**src/rtl/circular_fifo_if.sv**
```systemverilog
// circular_fifo_if
// Bundles the FIFO's request/response signals so the FIFO and its user
// connect through a single port.
//   master : drives push, pop, data_in; observes data_out, status and flags
//   slave  : the FIFO itself; the mirror image of master
// Parameters WIDTH and CNTWID must match the FIFO instance they connect to.
interface circular_fifo_if #(
    parameter int WIDTH  = 8,
    parameter int CNTWID = 4
);
    logic              push;
    logic              pop;
    logic [WIDTH-1:0]  data_in;
    logic [WIDTH-1:0]  data_out;
    logic              empty;
    logic              full;
    logic [CNTWID-1:0] count;
    logic              overflow;
    logic              underflow;

    modport master (
        output push, pop, data_in,
        input  data_out, empty, full, count, overflow, underflow
    );

    modport slave (
        input  push, pop, data_in,
        output data_out, empty, full, count, overflow, underflow
    );
endinterface

```
**src/rtl/circular_fifo.sv**
```systemverilog
// circular_fifo
// Synchronous first-word-fall-through FIFO built on a DEPTH x WIDTH register
// array with wrapping read/write pointers and an explicit occupancy counter.
// Ports:
//   clk      : single clock, all state updates on its rising edge
//   rst      : asynchronous active-high reset (clears pointers, count, flags)
//   fifo_bus : slave side of circular_fifo_if
//              push/pop/data_in in; data_out (= mem[rptr]), empty, full,
//              count, and the sticky overflow/underflow flags out
// DEPTH must be a power of two and at least 2 so the pointers wrap naturally.
module circular_fifo #(
    parameter int DEPTH  = 8,
    parameter int WIDTH  = 8,
    parameter int CNTWID = $clog2(DEPTH) + 1
) (
    input  logic            clk,
    input  logic            rst,
    circular_fifo_if.slave  fifo_bus
);

    localparam int PTRW = $clog2(DEPTH);

    logic [WIDTH-1:0]  mem_q [DEPTH];
    logic [PTRW-1:0]   wptr_q, wptr_d;
    logic [PTRW-1:0]   rptr_q, rptr_d;
    logic [CNTWID-1:0] count_q, count_d;
    logic              overflow_q, overflow_d;
    logic              underflow_q, underflow_d;

    logic empty;
    logic full;
    logic push_ok;
    logic pop_ok;

    // Status decode and acceptance. A push into a full FIFO is still taken
    // when a pop frees a slot in the same cycle; a pop on an empty FIFO is
    // never taken, even alongside a push (no bypass path).
    always_comb begin
        empty   = (count_q == '0);
        full    = (count_q == CNTWID'(DEPTH));
        push_ok = fifo_bus.push && (!full || fifo_bus.pop);
        pop_ok  = fifo_bus.pop && !empty;
    end

    // Next-state logic. Pointers are exactly log2(DEPTH) bits wide, so the
    // increment wraps DEPTH-1 -> 0 on its own.
    always_comb begin
        wptr_d      = wptr_q;
        rptr_d      = rptr_q;
        count_d     = count_q;
        overflow_d  = overflow_q;
        underflow_d = underflow_q;

        if (push_ok) begin
            wptr_d = wptr_q + 1'b1;
        end
        if (pop_ok) begin
            rptr_d = rptr_q + 1'b1;
        end

        unique case ({push_ok, pop_ok})
            2'b10:   count_d = count_q + 1'b1;
            2'b01:   count_d = count_q - 1'b1;
            default: count_d = count_q;
        endcase

        // Flags are sticky: once set they only clear through reset.
        if (fifo_bus.push && !fifo_bus.pop && full) begin
            overflow_d = 1'b1;
        end
        if (fifo_bus.pop && !fifo_bus.push && empty) begin
            underflow_d = 1'b1;
        end
    end

    // Control state with asynchronous clear.
    always_ff @(posedge clk or posedge rst) begin
        if (rst) begin
            wptr_q      <= '0;
            rptr_q      <= '0;
            count_q     <= '0;
            overflow_q  <= 1'b0;
            underflow_q <= 1'b0;
        end else begin
            wptr_q      <= wptr_d;
            rptr_q      <= rptr_d;
            count_q     <= count_d;
            overflow_q  <= overflow_d;
            underflow_q <= underflow_d;
        end
    end

    // Storage is deliberately not reset. A write that slips in while rst is
    // high can only hit slot 0 with count held at 0, so it is never visible
    // and the first real push after reset overwrites it.
    always_ff @(posedge clk) begin
        if (push_ok) begin
            mem_q[wptr_q] <= fifo_bus.data_in;
        end
    end

    assign fifo_bus.data_out  = mem_q[rptr_q];
    assign fifo_bus.empty     = empty;
    assign fifo_bus.full      = full;
    assign fifo_bus.count     = count_q;
    assign fifo_bus.overflow  = overflow_q;
    assign fifo_bus.underflow = underflow_q;

endmodule

```
**src/flat_wrapper.sv**
```systemverilog
// flat-port wrapper written by rule: the top's interface ports become plain ports
module circular_fifo_flat 
#(
    parameter int DEPTH  = 8,
    parameter int WIDTH  = 8,
    parameter int CNTWID = $clog2(DEPTH) + 1
)
  (clk, rst, fifo_bus_push, fifo_bus_pop, fifo_bus_data_in, fifo_bus_data_out, fifo_bus_empty, fifo_bus_full, fifo_bus_count, fifo_bus_overflow, fifo_bus_underflow);
  circular_fifo_if #(.WIDTH(WIDTH), .CNTWID(CNTWID)) fifo_bus_i ();
  input  logic clk;
  input  logic rst;
  input wire logic [$bits(fifo_bus_i.push)-1:0] fifo_bus_push;
  input wire logic [$bits(fifo_bus_i.pop)-1:0] fifo_bus_pop;
  input wire logic [$bits(fifo_bus_i.data_in)-1:0] fifo_bus_data_in;
  output wire logic [$bits(fifo_bus_i.data_out)-1:0] fifo_bus_data_out;
  output wire logic [$bits(fifo_bus_i.empty)-1:0] fifo_bus_empty;
  output wire logic [$bits(fifo_bus_i.full)-1:0] fifo_bus_full;
  output wire logic [$bits(fifo_bus_i.count)-1:0] fifo_bus_count;
  output wire logic [$bits(fifo_bus_i.overflow)-1:0] fifo_bus_overflow;
  output wire logic [$bits(fifo_bus_i.underflow)-1:0] fifo_bus_underflow;
  assign fifo_bus_i.push = fifo_bus_push;
  assign fifo_bus_i.pop = fifo_bus_pop;
  assign fifo_bus_i.data_in = fifo_bus_data_in;
  assign fifo_bus_data_out = fifo_bus_i.data_out;
  assign fifo_bus_empty = fifo_bus_i.empty;
  assign fifo_bus_full = fifo_bus_i.full;
  assign fifo_bus_count = fifo_bus_i.count;
  assign fifo_bus_overflow = fifo_bus_i.overflow;
  assign fifo_bus_underflow = fifo_bus_i.underflow;
  circular_fifo #(.DEPTH(DEPTH), .WIDTH(WIDTH), .CNTWID(CNTWID)) u_core (.clk(clk), .rst(rst), .fifo_bus(fifo_bus_i));
endmodule
```
**config.mk**
```make
export PLATFORM = sky130hd
export DESIGN_NAME = circular_fifo_flat
export DESIGN_NICKNAME = d
export VERILOG_FILES = /design/src/rtl/circular_fifo_if.sv /design/src/rtl/circular_fifo.sv /design/src/flat_wrapper.sv
export SDC_FILE = /design/constraint.sdc
export NUM_CORES = 1
export LEC_CHECK = 0
export ABC_AREA = 1
export CORE_AREA = 5 5 97 99
export CTS_CLUSTER_SIZE = 28
export DETAILED_ROUTE_END_ITERATION = 8
export DIE_AREA = 0 0 102 104
export HOLD_SLACK_MARGIN = 0.12
export PLACE_DENSITY = 0.68
export SLEW_MARGIN = 20
export SYNTH_ARGS = -nofsm -noshare
export SYNTH_HDL_FRONTEND = slang
export SYNTH_SLANG_ARGS = --single-unit
```
**constraint.sdc**
```tcl
create_clock -name clk -period 2.25 [get_ports clk]
set_input_delay 0.45 -clock clk [delete_from_list [all_inputs] [get_ports clk]]
set_output_delay 0.45 -clock clk [all_outputs]
set_load 0.02 [all_outputs]
```
==> After elaboration in Yosys (flattened, before gate mapping) <==
Memories as Yosys holds them, arrays and structs flattened.
Cells that the tools add are included.
{ "classes": {"add_sub_neg": 4, "multipliers": 0, "div": 0, "order_cmp": 0, "n_eq_ne": 3, "shift": 0, "muxes": 3, "bitwise": 0, "reduce_logical": 13} }
{ "ops": {"columns": ["operator", "n"], "rows": [
  ["$pmux W4 S2", 1],
  ["$add A3 B1 Y3 const B", 2],
  ["$logic_and A1 B1 Y1", 6],
  ["$add A4 B1 Y4 const B", 1],
  ["$eq A4 B4 Y1 const B", 1],
  ["$logic_not A1 Y1", 4],
  ["$logic_not A4 Y1", 1],
  ["$sub A4 B1 Y4 const B", 1],
  ["$eq A2 B1 Y1 const B", 1],
  ["$eq A2 B2 Y1 const B", 1],
  ["$mux W1", 2],
  ["$reduce_bool A2 Y1", 1],
  ["$logic_or A1 B1 Y1", 1]
]} }
{ "word_totals": {"register_bits": 12, "latch_bits": 0, "ram_bits": 64, "rom_bits": 0, "inputBits": 12, "out_inout_bits": 16, "wordCells": 29, "mem_count": 1} }
{ "memory_table": {"columns": ["name", "words", "word_bits", "rd", "rd_ports_with_merged_regs", "wr", "line", "rtl"], "rows": [
  ["u_core.mem_q", 8, 8, 1, 0, 1, "circular_fifo.sv:23", "logic [WIDTH-1:0] mem_q [DEPTH];"]
]} }

==> Longest topological paths before layout <==
Gate-level depths: netlist of the first run.
{ "depth": {"word_depth": 6, "ltp_mapped": 13, "ltp_nobuf": 13} }

==> Worst setup path after synthesis of the first run <==
No wires, ideal clock.
{ "synth_path": {"path_type": "reg2reg", "from": "register u_core.count_q[0] (netlist: u_core.fifo_bus.count[0])", "to": "register u_core.count_q[2] (netlist: u_core.fifo_bus.count[2])", "arrival_time_ns": 1.901, "t_required_ns": 2.168, "slack_ns": 0.267, "stages_incl_launch_ff": 13, "n_path_buf": 0, "cell_sequence": "dfrtp_1 nor2_2 nand3_1 nand2_1 inv_2 ha_1 nand2_1 inv_1 nor2_1 ha_1 a21oi_1 or2_1 a31oi_1"} }
{ "synth_rtl": {"columns": ["item", "line", "rtl"], "rows": [
  ["start: declaration", "circular_fifo.sv:26", "logic [CNTWID-1:0] count_q, count_d;"],
  ["start signal: assignment", "circular_fifo.sv:87", "count_q <= count_d;"],
  ["$logic_not A4 Y1 (*)", "circular_fifo.sv:39", "empty = (count_q == '0);"],
  ["$logic_not A1 Y1 (*)", "circular_fifo.sv:42", "pop_ok = fifo_bus.pop && !empty;"],
  ["$logic_and A1 B1 Y1 (*)", "circular_fifo.sv:42", null],
  ["named net u_core.pop_ok", "circular_fifo.sv:33", "logic pop_ok;"],
  ["$eq A2 B1 Y1 / $eq A2 B2 Y1 (equally long branches)", "circular_fifo.sv:61", "unique case ({push_ok, pop_ok})"],
  ["$pmux W4 S2 / $reduce_bool A2 Y1 (equally long branches)", null, null]
]} }
The timed path passes the listed nets; every way through them passes the cells marked *.
A chain may end at the register's enable or synchronous reset.

==> Worst setup path after layout of the first run <==
{ "layout_path": {"from": "register u_core.rptr_q[0]", "to": "output fifo_bus_data_out[2]"} }
{ "layout_via": {"elab_chain_len": 1} }
{ "layout_lines": {"columns": ["item", "line", "rtl"], "rows": [
  ["start: declaration", "circular_fifo.sv:25", "logic [PTRW-1:0] rptr_q, rptr_d;"],
  ["start signal: assignment", "circular_fifo.sv:86", "rptr_q <= rptr_d;"],
  ["$mem_v2 Z8 W8", null, null],
  ["end: declaration", "flat_wrapper.sv:15", "output wire logic [$bits(fifo_bus_i.data_out)-1:0] fifo_bus_data_out;"]
]} }
Every way passes these cells.

==> flow_summary.ini, run 1 <==
[clock_network]
path_clk_slew_ns = 0.08
post_cts_buffers = 0
post_cts_resized = 8
cts_inserted_buffers = 9
holdBufCountCts = 0
cts_root_buf = clkbuf_8
numClockSinks = 76
clk_latency_ns = 0.34
cts_tree = yes
htree_levels = 3
cts_buffer_depth = 2

[worst_setup_path]
end_kind = output port
worst_path_largest_cell_delay_ns = 0.41
critPathLaunchType = register
arrival_ns = 1.65
crit_type = reg2out
r2r-start = u_core.fifo_bus.count[0]
cp_max_fo = 33
crit_required_ns = 1.80
r2r_cells = 12
critPathTopFamily = buffers and inverters
path_depth = 8
cp-startpoint = u_core.rptr_q[0]
crit_chain = buf_12 > nor2_1 > nor2_1 > o21ai_1 > o21ai_1 > nand2_1 > nand2_1 > clkdlybuf4s15_1
worst-path-buf-inv = 2
cpMaxStageDelayCell = dfrtp_1

[timing]
whs_ns = 0.402
setup_ws_ns = 0.150
min_period_over_period = 0.933
timing.final.hold_violations = 0
slew_headroom = 0.697
rsz0062_at_grt = no
fin_tns_setup_ns = 0
setup_viol = 0
maxSlewViolCount = 0
post-route-min-period_ns = 2.10
clock_skew_ns = 0.00932
tightest_slew_ns = 0.454
fmax_mhz = 476

[power_and_ir_drop]
p_per_area_nw_per_um2 = 1320
p_leak_nw = 1.56
vdd_drop_max_v = 0.000551
power_w = 0.00526

[route]
wl_met1_mm = 2.92
drt-total-wl_mm = 6.31
drc = 0
wl_met2_mm = 2.99
vias_per_cell = 4.82
highest_layer = met4
dr.pass1.iters = 4
num_vias = 2144
drt_iter0_drc = 150
routedWlPerCell_um = 14.2
dr_wl_met3_um = 298
ant_nets = 0

[synthesis]
netlist_instances = 286
ys_top_cells_by_area = edfxtp_1 59%, dfrtp_1 9.3%, nor2_1 6.5%
postSynthAreaPerCell_um2 = 11.3
synth.distinct_cells = 26
yosysSeqAreaShare = 0.686
syn-num-nets = 303
synth_top_cell_by_area = edfxtp_1
synth_warnings = 0
netlist_area_um2 = 3240
yosysTopAreaCellShare = 0.593
ys_ff_latch = 76

[global_route]
overflow = 0
grt_pass1_vias = 2134
grt_usage = 0.125
antenna_found_initial = 0
grt_pass1_wl_mm = 10.3
grt_max_degree = 35

[die]
fp.dieW_um = 102
io_pins = 28
design.die.area_um2 = 10600
fp.dieH_um = 104
fp-row-count = 34
core_area_um2 = 8470
start_util = 0.383

[run_status]
status = completed

[placed_design]
pre_cts_ws_ns = -0.0729
globalplace.congestion = 0.766
port_buffers = 27
place_hpwl_mm = 4.13

[cells_and_area]
final_core_util = 0.469
layout-drive-gt1-share = 0.154
n_antenna_cell = 0
syn2layout_area_growth_pct = 22.5
nNetsFinal = 349

[run]
maxCapViolations = 0

[hold_path]
min_path_type = in2async
==> report_power, final <==
part	internal (W)	switching [W]	total, W	leakage [nW]
clock	0.000638	0.000514	0.00115	0.109
sequential	0.00179	0.000156	0.00194	0.722
combinational	0.000857	0.00130	0.00216	0.732
==> flip-flops by register name, indices dropped and copies added (netlist names) <==
| signal | cells |
|---|---|
| u_core.fifo_bus.count | 4 |
| u_core.wptr_q | 3 |
| u_core.fifo_bus.underflow | 1 |
| u_core.fifo_bus.overflow | 1 |
| u_core.mem_q | 64 |
| u_core.rptr_q | 3 |
==> worst paths after layout <==
kind / endpoint / slack [ns]
setup reg to reg: u_core.fifo_bus.count[2] / 0.21
hold / removal: u_core.fifo_bus.count[2] / 0.40
hold reg to reg: u_core.fifo_bus.underflow / 0.48
max in group asynchronous: u_core.rptr_q[1] / 1.54
setup / recovery: fifo_bus_data_out[2] / 0.15
min in group clk: u_core.fifo_bus.underflow / 0.48
==> synth_stat cells <==
library cell / number
nor2_1: 56
edfxtp_1: 64
nor4_1: 1
nand3_1: 4
buf_6: 4
nand4_2: 1
a21oi_1: 1
or2_4: 1
o21ai_0: 21
xnor2_1: 2
nand2_1: 49
xor2_1: 3
o21bai_1: 1
o21ai_1: 29
or2_1: 1
nand2_4: 1
inv_1: 13
dfrtp_1: 12
inv_2: 3
buf_2: 4
ha_1: 5
clkinv_1: 1
a31o_2: 1
nor2_2: 5
buf_4: 2
a31oi_1: 1
==> kinds of logic after synthesis <==
logic type | count (synthesis) | share of synthesized area
compound gates | 54 | 0.0857
fa+ha+maj | 5 | 0.0193
flops | 76 | 0.686
buf+inv | 27 | 0.0444
xor+xnor | 5 | 0.0135
simple gates | 119 | 0.151
==> per-stage QoR <==
step | cell area (um2) | std cells
2_1_floorplan | 3240 | 286
3_5_place_dp | 3780 | 429
6_report | 3970 | 445
3_3_place_gp | 3780 | 429
4_1_cts | 3990 | 445
5_1_grt | 3970 | 445
==> layout by cell type (no fill, tap or decap), drive strengths merged, types with 2 or more instances in the layout <==
cell type | netlist | layout
buf | 10 | 18
bufinv | 0 | 2
clkbuf | 0 | 17
clkdlybuf4s50 | 0 | 17
clkinv | 1 | 2
dfrtp | 12 | 12
dlymetal6s2s | 0 | 2
edfxtp | 64 | 64
ha | 5 | 5
inv | 16 | 18
nand2 | 50 | 50
nand3 | 4 | 4
nor2 | 61 | 61
o21ai | 50 | 50
or2 | 2 | 2
xnor2 | 2 | 2
xor2 | 3 | 3
==> routing by layer <==
metal | up-vias | track usage
met5 | - | 0
met4 | 0 | 0.0403
met3 | 8 | 0.0362
met2 | 44 | 0.201
met1 | 1029 | 0.161
li1 | 1063 | -
==> final cells by class <==
type	instances	area (um2)
Fill cell	759	4500
Sequential cell	76	2220
Multi-Input combinational cell	183	875
Timing Repair Buffer	45	450
Tap cell	108	135
Clock buffer	10	128
Clock inverter	6	96.3
Inverter	17	63.8
No activity file was read; power rests on OpenSTA's default activity.
==> run 2, diff against run 1 <==
ABC_CLOCK_PERIOD_IN_PS = 2250   (was unset)
CTS_CLUSTER_DIAMETER = 40   (was unset)
GPL_ROUTABILITY_DRIVEN = 0   (was unset)
==> results of run 2 <==
Final layout, timing and power as in run 1 (identical DEF).
